File: config.mk
export PLATFORM = sky130hd
export DESIGN_NAME = circuit_bist
export DESIGN_NICKNAME = d
export VERILOG_FILES = /design/src/rtl/circuit_bist.sv
export SDC_FILE = /design/constraint.sdc
export NUM_CORES = 1
export LEC_CHECK = 0
export BUFFER_PORTS_ARGS = -buffer_cell sky130_fd_sc_hd__buf_2
export CAP_MARGIN = 0
export CORE_AREA = 2 2 176 178
export DETAILED_ROUTE_END_ITERATION = 7
export DIE_AREA = 0 0 178 180
export PLACE_DENSITY = 0.71
export SKIP_CTS_REPAIR_TIMING = 1
export SYNTH_ARGS = -nofsm -noshare
export SYNTH_HDL_FRONTEND = slang
export SYNTH_SLANG_ARGS = --single-unit
File: constraint.sdc
create_clock -name clk -period 2.5 [get_ports clk]
set_input_delay 0.25 -clock clk [delete_from_list [all_inputs] [get_ports clk]]
set_output_delay 0.25 -clock clk [all_outputs]
set_load 0.05 [all_outputs]
File: src/rtl/circuit_bist.sv
// Self-test driver for the circuit datapath: LFSR stimulus out, MISR compaction of responses in.
// Optional CIRCUIT_BIST_ABORT_EN adds an abort input that cancels a run in progress.
module circuit_bist #(
  parameter int unsigned    W     = 96,
  parameter int unsigned    N_VEC = 100,
  parameter int unsigned    LAT   = 1,
  parameter logic [W-1:0]   SEED  = {{(W-1){1'b0}}, 1'b1},
  parameter logic [W-1:0]   POLY  = 96'h4000_8000_A000_0000_0000_0001
) (
  input  logic         clk,
  input  logic         rst,
  input  logic         start,
`ifdef CIRCUIT_BIST_ABORT_EN
  input  logic         abort,
`endif
  input  logic [W-1:0] golden,
  output logic         dut_en,
  output logic [W-1:0] dut_x,
  input  logic [W-1:0] dut_y,
  output logic         busy,
  output logic         done,
  output logic         pass,
  output logic [W-1:0] signature,
  output logic [15:0]  vec_cnt
);

  typedef enum logic [1:0] {IDLE, RUN, DRAIN, DONE} state_t;

  // An all-zero seed would lock the LFSR, so it is promoted to 1.
  localparam logic [W-1:0] SEED_EFF = (SEED == '0) ? {{(W-1){1'b0}}, 1'b1} : SEED;
  localparam logic [15:0]  N_VEC_C  = 16'(N_VEC);

  function automatic logic [W-1:0] lfsr_next(input logic [W-1:0] v);
    return {v[W-2:0], 1'b0} ^ (v[W-1] ? POLY : '0);
  endfunction

  state_t         state, state_nx;
  logic [LAT-1:0] vpipe, vpipe_nx;
  logic           dut_en_nx, busy_nx, done_nx, pass_nx;
  logic [W-1:0]   dut_x_nx, sig_nx;
  logic [15:0]    vec_cnt_nx;

  // NOTE: every next-state value gets a default before the case so no path leaves it unassigned (no latches).
  always_comb begin
    state_nx   = state;
    dut_en_nx  = dut_en;
    dut_x_nx   = dut_x;
    busy_nx    = busy;
    done_nx    = done;
    pass_nx    = pass;
    vec_cnt_nx = vec_cnt;
    vpipe_nx   = (vpipe << 1) | LAT'(dut_en);
    sig_nx     = vpipe[LAT-1] ? (lfsr_next(signature) ^ dut_y) : signature;

    unique case (state)
      IDLE, DONE: begin
        if (start) begin
          state_nx   = RUN;
          dut_en_nx  = 1'b1;
          dut_x_nx   = SEED_EFF;
          vec_cnt_nx = 16'd1;
          busy_nx    = 1'b1;
          done_nx    = 1'b0;
          pass_nx    = 1'b0;
          sig_nx     = '0;
        end
      end
      RUN: begin
        if (vec_cnt < N_VEC_C) begin
          dut_x_nx   = lfsr_next(dut_x);
          vec_cnt_nx = vec_cnt + 16'd1;
        end else begin
          dut_en_nx = 1'b0;
          state_nx  = DRAIN;
        end
      end
      DRAIN: begin
        // Pipe empty means every response has been folded in; signature is final.
        if (vpipe == '0) begin
          state_nx = DONE;
          busy_nx  = 1'b0;
          done_nx  = 1'b1;
          pass_nx  = (signature == golden);
        end
      end
      default: state_nx = IDLE;
    endcase

`ifdef CIRCUIT_BIST_ABORT_EN
    // Signature and vec_cnt are left as-is so the aborted run can be inspected.
    if (abort && (state == RUN || state == DRAIN)) begin
      state_nx   = IDLE;
      dut_en_nx  = 1'b0;
      busy_nx    = 1'b0;
      done_nx    = 1'b0;
      pass_nx    = 1'b0;
      vpipe_nx   = '0;
      sig_nx     = signature;
      vec_cnt_nx = vec_cnt;
      dut_x_nx   = dut_x;
    end
`endif
  end

  // NOTE: state registers use non-blocking assignments so all of them update together at the edge.
  always_ff @(posedge clk or negedge rst) begin
    if (!rst) begin
      state     <= IDLE;
      dut_en    <= 1'b0;
      dut_x     <= '0;
      busy      <= 1'b0;
      done      <= 1'b0;
      pass      <= 1'b0;
      signature <= '0;
      vec_cnt   <= '0;
      vpipe     <= '0;
    end else begin
      state     <= state_nx;
      dut_en    <= dut_en_nx;
      dut_x     <= dut_x_nx;
      busy      <= busy_nx;
      done      <= done_nx;
      pass      <= pass_nx;
      signature <= sig_nx;
      vec_cnt   <= vec_cnt_nx;
      vpipe     <= vpipe_nx;
    end
  end

endmodule

### Yosys cells after proc, flatten, opt, wreduce, memory -nomap -nowiden

Cells that the tools add are included.

* register bits after elaboration: 215
* bits of input ports: 195
* output and inout bits: 212
* word-level logic and storage cells: 55

* add/subtract/negate cells: 1
* order comparisons: 1
* equal/unequal tests: 8
* mux-type cells: 25
* bitwise gates (word level): 3
* reduce and logical (&&, ||, !) cells: 8

Operators by type and width (count)
* 96-bit two-way mux: 5
* 96-bit case mux with 2 select lines: 1
* 96-bit by 95-bit XOR with 96-bit output: 2
* 95-bit two-way mux: 2
* 96-bit == test: 1
* 96-bit XOR: 1
* 16-bit two-way mux: 2
* 16-bit case mux with 2 select lines: 1
* 16-bit by 1-bit adder with 16-bit output, second input constant: 1
* 16-bit by 7-bit < comparator with 1-bit output, second input constant: 1
* 3-bit AND reduction: 4
* 2-bit inequality test, second input constant: 4
* 1-bit case mux with 2 select lines: 4
* 1-bit two-way mux: 6
* 2-bit two-way mux: 3
* 2-bit case mux with 3 select lines: 1
* 2-bit == test, second input constant: 2
* 2-bit nonzero test: 2
* 2-bit by 1-bit == test with 1-bit output, second input constant: 1
* 2-bit logical NOT: 1
* 2-bit OR reduction: 1

### Longest topological paths before layout

Gate-level depths: netlist of run 1.

* depth in word-level cells: 6
* mapped depth: 11
* mapped depth without buffers: 7

### Worst setup path after synthesis of run 1

Ideal clock, no wire load.

* kind: register -> register
* start: reg vec_cnt[3]
* end: reg dut_x[94]
* setup time: 121 ps
* arrival time: 1893 ps
* required time: 2379 ps
* path slack: 486 ps
* stages on the path, launching flop included: 7
* buffers on the path: 1
* clock period less this slack: 2014 ps
* cell sequence: dfrtp_1 o311ai_1 and4_1 buf_4 and2_4 mux2_2 a22o_1

* longest elaborated chain between the ends: 3

RTL lines
* start, declared: line 24 `output logic [15:0] vec_cnt`
* start signal, assigned: line 125 `vec_cnt <= vec_cnt_nx;`
* 16-bit by 7-bit < comparator with 1-bit output: line 69 `if (vec_cnt < N_VEC_C) begin`
* 2-bit inequality test (no source line)
* 3-bit AND reduction (no source line)
* end signal, assigned: line 120 `dut_x <= dut_x_nx;`
* end, declared: line 18 `output logic [W-1:0] dut_x,`

Every way passes these cells.
A chain may end at the register's enable or synchronous reset.

### Worst setup path in the final report of run 1

* start: reg signature[37]
* end: reg pass

* longest elaborated chain between the ends: 3

RTL lines
* start, declared: line 23 `output logic [W-1:0] signature,`
* start signal, assigned: line 124 `signature <= sig_nx;`
* 96-bit == test: line 83 `pass_nx = (signature == golden);`
* 1-bit two-way mux: line 79 `if (vpipe == '0) begin`
* 1-bit case mux with 2 select lines: line 55 `unique case (state)`
* end signal, assigned: line 123 `pass <= pass_nx;`
* end, declared: line 22 `output logic pass,`

Every way passes these cells. The select of a mux whose other input is x is not followed.

==> results of run 1 <==
area by class of cell:
class                   instances  area share
flip-flops and latches        215      0.3878
diodes                          6    0.001081
repair buffers                434      0.1721
well taps                     396     0.03569
multi-input cells             784      0.3408
inverters                      14    0.003785
clock inverters                 6    0.005317
clock buffers                  40     0.05344
final timing paths:
| check | from | end | slack, ns |
|---|---|---|---|
| max | signature[37] | pass | 0.09 |
| min | dut_y[71] | signature[71] | 0.009 |
| max reg2reg | signature[37] | pass | 0.09 |
| min reg2reg | dut_en | vpipe | 0.39 |
| max in group asynchronous | rst | dut_x[42] | 1.42 |
| min in group asynchronous | rst | signature[78] | 0.34 |
cells in the final DEF, fill, tap and decap left out, types with 3 or more instances in the layout:
master         netlist  routed
buf_2               16     405
dfrtp_1            215     214
nand2_1            194     193
xnor2_1            169     169
nor2_1             108     108
nand3_1             95      95
a211oi_1            92      92
clkbuf_16            0      25
xor2_1              23      23
nand4_1             22      22
inv_1               14      14
buf_4                1      13
buf_12               0      10
nand2b_1            10       9
nor4_1               9       9
o21ai_0              9       9
and2_1              10       9
clkbuf_1            38       9
diode_2              0       6
mux2i_1              6       6
clkbuf_8             0       6
ha_1                 5       5
dlygate4sd3_1        0       5
o2bb2ai_1            4       4
a21oi_1              4       4
nor2b_1              3       3
clkinv_2             0       3
flip-flops by register name, indices dropped and copies added (netlist names):
| name | count |
|---|---|
| vec_cnt | 16 |
| pass | 1 |
| done | 1 |
| signature | 96 |
| busy | 1 |
| dut_x | 96 |
| vpipe | 1 |
| dut_en | 1 |
| state | 2 |
cells in the mapped netlist (2+ instances only):
cell type and count:
nor2b_1 3, nor2_1 108, a211oi_1 92, ha_1 5, and4_1 2, nand3_1 95, o2bb2ai_1 4, nor4_1 9
nand2b_1 10, mux2i_1 6, clkbuf_1 38, buf_2 16, and2_1 10, a22o_1 2, o21ai_0 9, nor3_1 2
a21oi_1 4, xor2_1 23, buf_1 10, o2111ai_1 2, o22ai_1 2, nand4_1 22, buf_6 4, inv_1 14
xnor2_1 169, nand2_1 194, dfrtp_1 215
tightest hold or removal path: cells and delay by family:
kind | cells | cell delay, ns
xor+xnor | 1 | 0.10
buf+inv | 1 | 0.08
compound gates | 1 | 0.06
per-layer routing:
metal  part of all wire  routed length, um  vias up
li1                   -                  -     4432
met1               0.42              15610     4667
met2               0.47              17430      451
met3              0.088               3280       70
met4              0.030               1138        0
met5                  0                  0        -
per-stage QoR:
step / instances / cell area, sq um / util / worst slack, ns / hold slack (ns)
CTS: 1884 / 13820 / 0.4577 / 0.2062 / -0.2378
global placement: 1838 / 13000 / 0.4307 / 0.2079 / 0.3246
detailed placement: 1838 / 13000 / 0.4307 / 0.2277 / 0.3306
global route: 1895 / 13880 / 0.4599 / 0.04742 / 0.002346
finish: 1895 / 13880 / 0.4599 / 0.09361 / 0.008835
floorplan: 1082 / 10460 / - / 0.4858 / -0.04559
cell families (layout without fill, tap and decap cells):
group | Yosys count | count (layout) | synth area share
AO/OA/AOI/OAI | 122 | 122 | 0.08586
flip-flops | 215 | 215 | 0.5142
AND/OR/NAND/NOR | 458 | 458 | 0.1916
XOR/XNOR | 192 | 192 | 0.1607
adder cells (fa/ha/maj) | 5 | 5 | 0.005979
multiplexers | 7 | 7 | 0.006816
buffers and inverters | 83 | 494 | 0.03492
other | 0 | 6 | 0
power breakdown:
group	internal (mW)	switching, mW
sequential	4.29	1.44
clock	2.14	1.48
combinational	2.28	4.79
total	8.71	7.71
==> flow_metrics.tcl, run 1 <==
set metrics [dict create \
    start_kind "flip-flop" \
    cpMostUsedCell "nand4_1" \
    crit_required_ns 2.93 \
    antenna_found_initial 6 \
    slew_viol_final 0 \
    hold_viol 0 \
    grt-ovfl-total 0 \
    synth-edff-count 0 \
    period_needed_ns 2.406 \
    end_kind "flip-flop" \
    synthTopCellsByArea "dfrtp_1 51%, xnor2_1 14%, nand2_1 7.0%" \
    max_freq_ghz 0.4156 \
    criticalPathCategory "flip-flop to flip-flop" \
    synthArstFlopShare 1.000 \
    worstMarginPinSlew_ns 0.9489 \
    multi_input_area_sq_mm 0.004731 \
    busiest_layer "met2" \
    avgSynthCellArea_sq_um 9.671 \
    finalSetupViolCount 0 \
    slowest_delay_ns 0.53 \
    finalCritPeriodShare 0.9626 \
    status "finished, final reports clean" \
    via_per_inst 5.077 \
    seqCellArea_sq_mm 0.005384 \
    peakVddDrop_mv 0.7155 \
    row_count 64 \
    die_area_sq_mm 0.03204 \
    cts_root_buf "clkbuf_16" \
    dr.pass1.iters 5 \
    synth_top_area_share 0.5142 \
    cts_max_path_buffers 3 \
    postSynthNetCount 1282 \
    ys_seq_area_frac 0.5142 \
    use_met1 0.3097 \
    post-route-drc-count 0 \
    power_mw 16.43 \
    clock-sinks 215 \
    initialDrtViolationCount 839 \
    clock-skew-final_ns 0.01065 \
    p_per_area_mw_per_mm2 1183 \
    synth_seq_cells 215 \
    die_w_um 178 \
    clock_latency_ns 0.53 \
    nNetsFinal 1674 \
    yosysTopAreaCell "dfrtp_1" \
    cp_num_buf_inv 0 \
    path_clk_slew_ns 0.06 \
    coreArea_sq_mm 0.03019 \
    fill_cells 2878 \
    htreeDepth 1 \
    routedWlPerCell_um 19.77 \
    port_buffers 406 \
    worstSetupPathDepth 5 \
    detail-route-antenna-nets 0 \
    rsz0062_at_grt "false" \
    synthCells 1082 \
    grt_use_total 0.2278 \
    routabilityCongestion 0.9636 \
    cts-buffers-inserted 25 \
    yosysWarnings 0 \
    drive_above_1_share 0.3168 \
    finalSetupTns_ns 0 \
    cp_slowest_cell "nor4_1" \
    synth.distinct_cells 39 \
    vias 9620 \
    grtUsageMet3 0.04738 \
    grt_max_degree 191 \
    die_h_um 180 \
    cap_violations 0 \
    top_level_ports 407 \
    grt_use_met2 0.3592 \
    totalWireLength_um 37460 \
    synthFlopType "dfrtp_1" \
    r2r.worst_path.cells 5 \
    grt_pass1_wl_um 56030 \
    cp_cell_sequence "xnor2_1 -> nand4_1 -> nor4_1 -> nand4_1 -> o31ai_1" \
    power.leakage_nw 7.017 \
    path_delay_family "simple AND/OR/NAND/NOR gates" \
    critPathArrivalTime_ns 2.84 \
    min_path_cells 3 \
    holdCritPathClass "input pin to flip-flop" \
    area_growth_pct 32.68 \
    grt_pass1_vias 9289 \
    maxSlewHeadroom 0.3674 \
    start_util 0.3466 \
    dp_hpwl_um 27910 \
    crit_fanout 4 \
    syn-cell-area_sq_mm 0.01046 \
    cts_tree "built" \
]
No activity file was read; power rests on OpenSTA's default activity.
==> inputs of run 2 (changes only) <==
--- a/config.mk
+++ b/config.mk
@@ -10,7 +10,7 @@
 export CORE_AREA = 2 2 176 178
 export DETAILED_ROUTE_END_ITERATION = 7
 export DIE_AREA = 0 0 178 180
-export PLACE_DENSITY = 0.71
+export PLACE_DENSITY = 0.61
 export SKIP_CTS_REPAIR_TIMING = 1
 export SYNTH_ARGS = -nofsm -noshare
 export SYNTH_HDL_FRONTEND = slang
==> flow_metrics.tcl, run 2 (synthesis results as in run 1) <==
set metrics [dict create \
    status "finished, final reports clean" \
    cts_max_path_buffers 3 \
    cap_violations 0 \
    layout_commonest_cell "buf_2" \
    placed_area_sq_mm 0.01295 \
    cp_slowest_cell "buf_4" \
    cts_tree "built" \
    end_kind "flip-flop" \
    routedWlPerCell_um 19.95 \
    area_growth_pct 32.43 \
    peakVddDrop_mv 0.5930 \
    post-route-drc-count 0 \
    finalSetupTns_ns 0 \
    timing.final.ws_setup_ns 0.3665 \
    grt_pass1_wl_um 56840 \
    antenna_found_initial 9 \
    htreeDepth 1 \
    max_freq_ghz 0.4687 \
    grtUsageMet3 0.04526 \
    cts_root_buf "clkbuf_16" \
    layout_common_cells "405 x buf_2, 214 x dfrtp_1, 193 x nand2_1" \
    port_buffers 406 \
    crit_required_ns 2.96 \
    slew_viol_final 0 \
    holdCritPathClass "input pin to flip-flop" \
    criticalPathCategory "flip-flop to flip-flop" \
    nNetsFinal 1669 \
    critPathArrivalTime_ns 2.60 \
    utilization 0.4590 \
    period_needed_ns 2.134 \
    top_level_ports 407 \
    power.leakage_nw 7.016 \
    hold_viol 0 \
    clock-sinks 215 \
    finalSetupViolCount 0 \
    crit_fanout 60 \
    dr.pass1.iters 5 \
    totalWireLength_um 37690 \
    clock_latency_ns 0.54 \
    maxSlewHeadroom 0.4405 \
    grt_max_degree 191 \
    grt_use_total 0.2306 \
    p_per_area_mw_per_mm2 1190 \
    cpMostUsedCell "buf_4" \
    die_w_um 178 \
    path_clk_slew_ns 0.06 \
    grt-ovfl-total 0 \
    top_regs "dut_x x96, signature x96, vec_cnt x16" \
    use_met1 0.3126 \
    routabilityCongestion 0.9610 \
    pre_cts_ws_ns 0.3474 \
    coreArea_sq_mm 0.03019 \
    die_h_um 180 \
    power_mw 16.49 \
    slowest_delay_ns 0.52 \
    vias 9414 \
    row_count 64 \
    via_per_inst 4.984 \
    grt_use_met2 0.3662 \
    initialDrtViolationCount 620 \
    cts-buffers-inserted 25 \
    clock-skew-final_ns 0.02223 \
    busiest_layer "met2" \
    rsz0062_at_grt "false" \
    finalCritPeriodShare 0.8534 \
    fill_cells 2970 \
    drive_above_1_share 0.3197 \
    start_kind "flip-flop" \
    cp_cell_sequence "inv_1 -> ha_1 -> nor4b_2 -> and4_1 -> buf_4 -> nand2_2 -> buf_4 -> nand3_1 -> nand2_1" \
    grt_pass1_vias 9289 \
    die_area_sq_mm 0.03204 \
    dp_hpwl_um 27900 \
    detail-route-antenna-nets 0 \
    final_cell_area_sq_mm 0.01386 \
    worstMarginPinSlew_ns 0.8393 \
    start_util 0.3466 \
]
## run 2: changes by cell type in the layout (fill, tap and decap cells not counted)
cell / before / now
clkbuf_8: 6 / 10
buf_4: 13 / 14
bufinv_16: 1 / 2
clkbuf_1: 9 / 3
diode_2: 6 / 7
dlygate4sd3_1: 5 / 2
buf_12: 10 / 7
clkinv_4: 1 / 0
## run 2: worst paths after layout
path	start	endpoint	slack [ns]	depth (start not counted)
min in group asynchronous	rst	signature[10]	0.22	2
min	dut_y[30]	signature[30]	0.001	3
max reg2reg	state[1]	dut_x[9]	0.37	9
min reg2reg	dut_en	vpipe	0.41	0
max	state[1]	dut_x[9]	0.37	9
max in group asynchronous	rst	signature[65]	1.45	3
## run 2: per-layer routing
layer / vias to the layer above / part of all wire
met5: - / 0.00069
met4: 4 / 0.031
met3: 67 / 0.071
met2: 365 / 0.47
met1: 4559 / 0.43
li1: 4419 / -
## run 2: worst max-delay path: cells and delay by family, from the launching register on
| family | cells | cell delay, ns |
|---|---|---|
| adder cells (fa/ha/maj) | 1 | 0.19 |
| buffers and inverters | 3 | 0.76 |
| flip-flops | 1 | 0.39 |
| AND/OR/NAND/NOR | 5 | 0.67 |
## run 2: power breakdown
group	switching, mW	internal, mW	total [mW]
clock	1.51	2.34	3.85
combinational	4.69	2.26	6.95
sequential	1.41	4.29	5.70
total	7.61	8.88	16.5
## run 2: metrics by stage
step	cells	hold slack [ns]
global route	1889	0.002107
floorplan	1082	-0.04559
CTS	1880	-0.3829
detailed placement	1836	0.1824
finish	1889	0.001189
global placement	1836	0.1799
## run 2: layout make-up
type / count / area (sq um) / area share
clock buffer: 38 / 774.5 / 0.05589
timing repair buffer: 429 / 2307 / 0.1665
antenna: 7 / 17.52 / 0.001264
tap: 396 / 495.5 / 0.03576
sequential: 215 / 5384 / 0.3885
multi-input combinational: 784 / 4731 / 0.3414
clock inverter: 6 / 95.09 / 0.006862
inverter: 14 / 52.55 / 0.003792
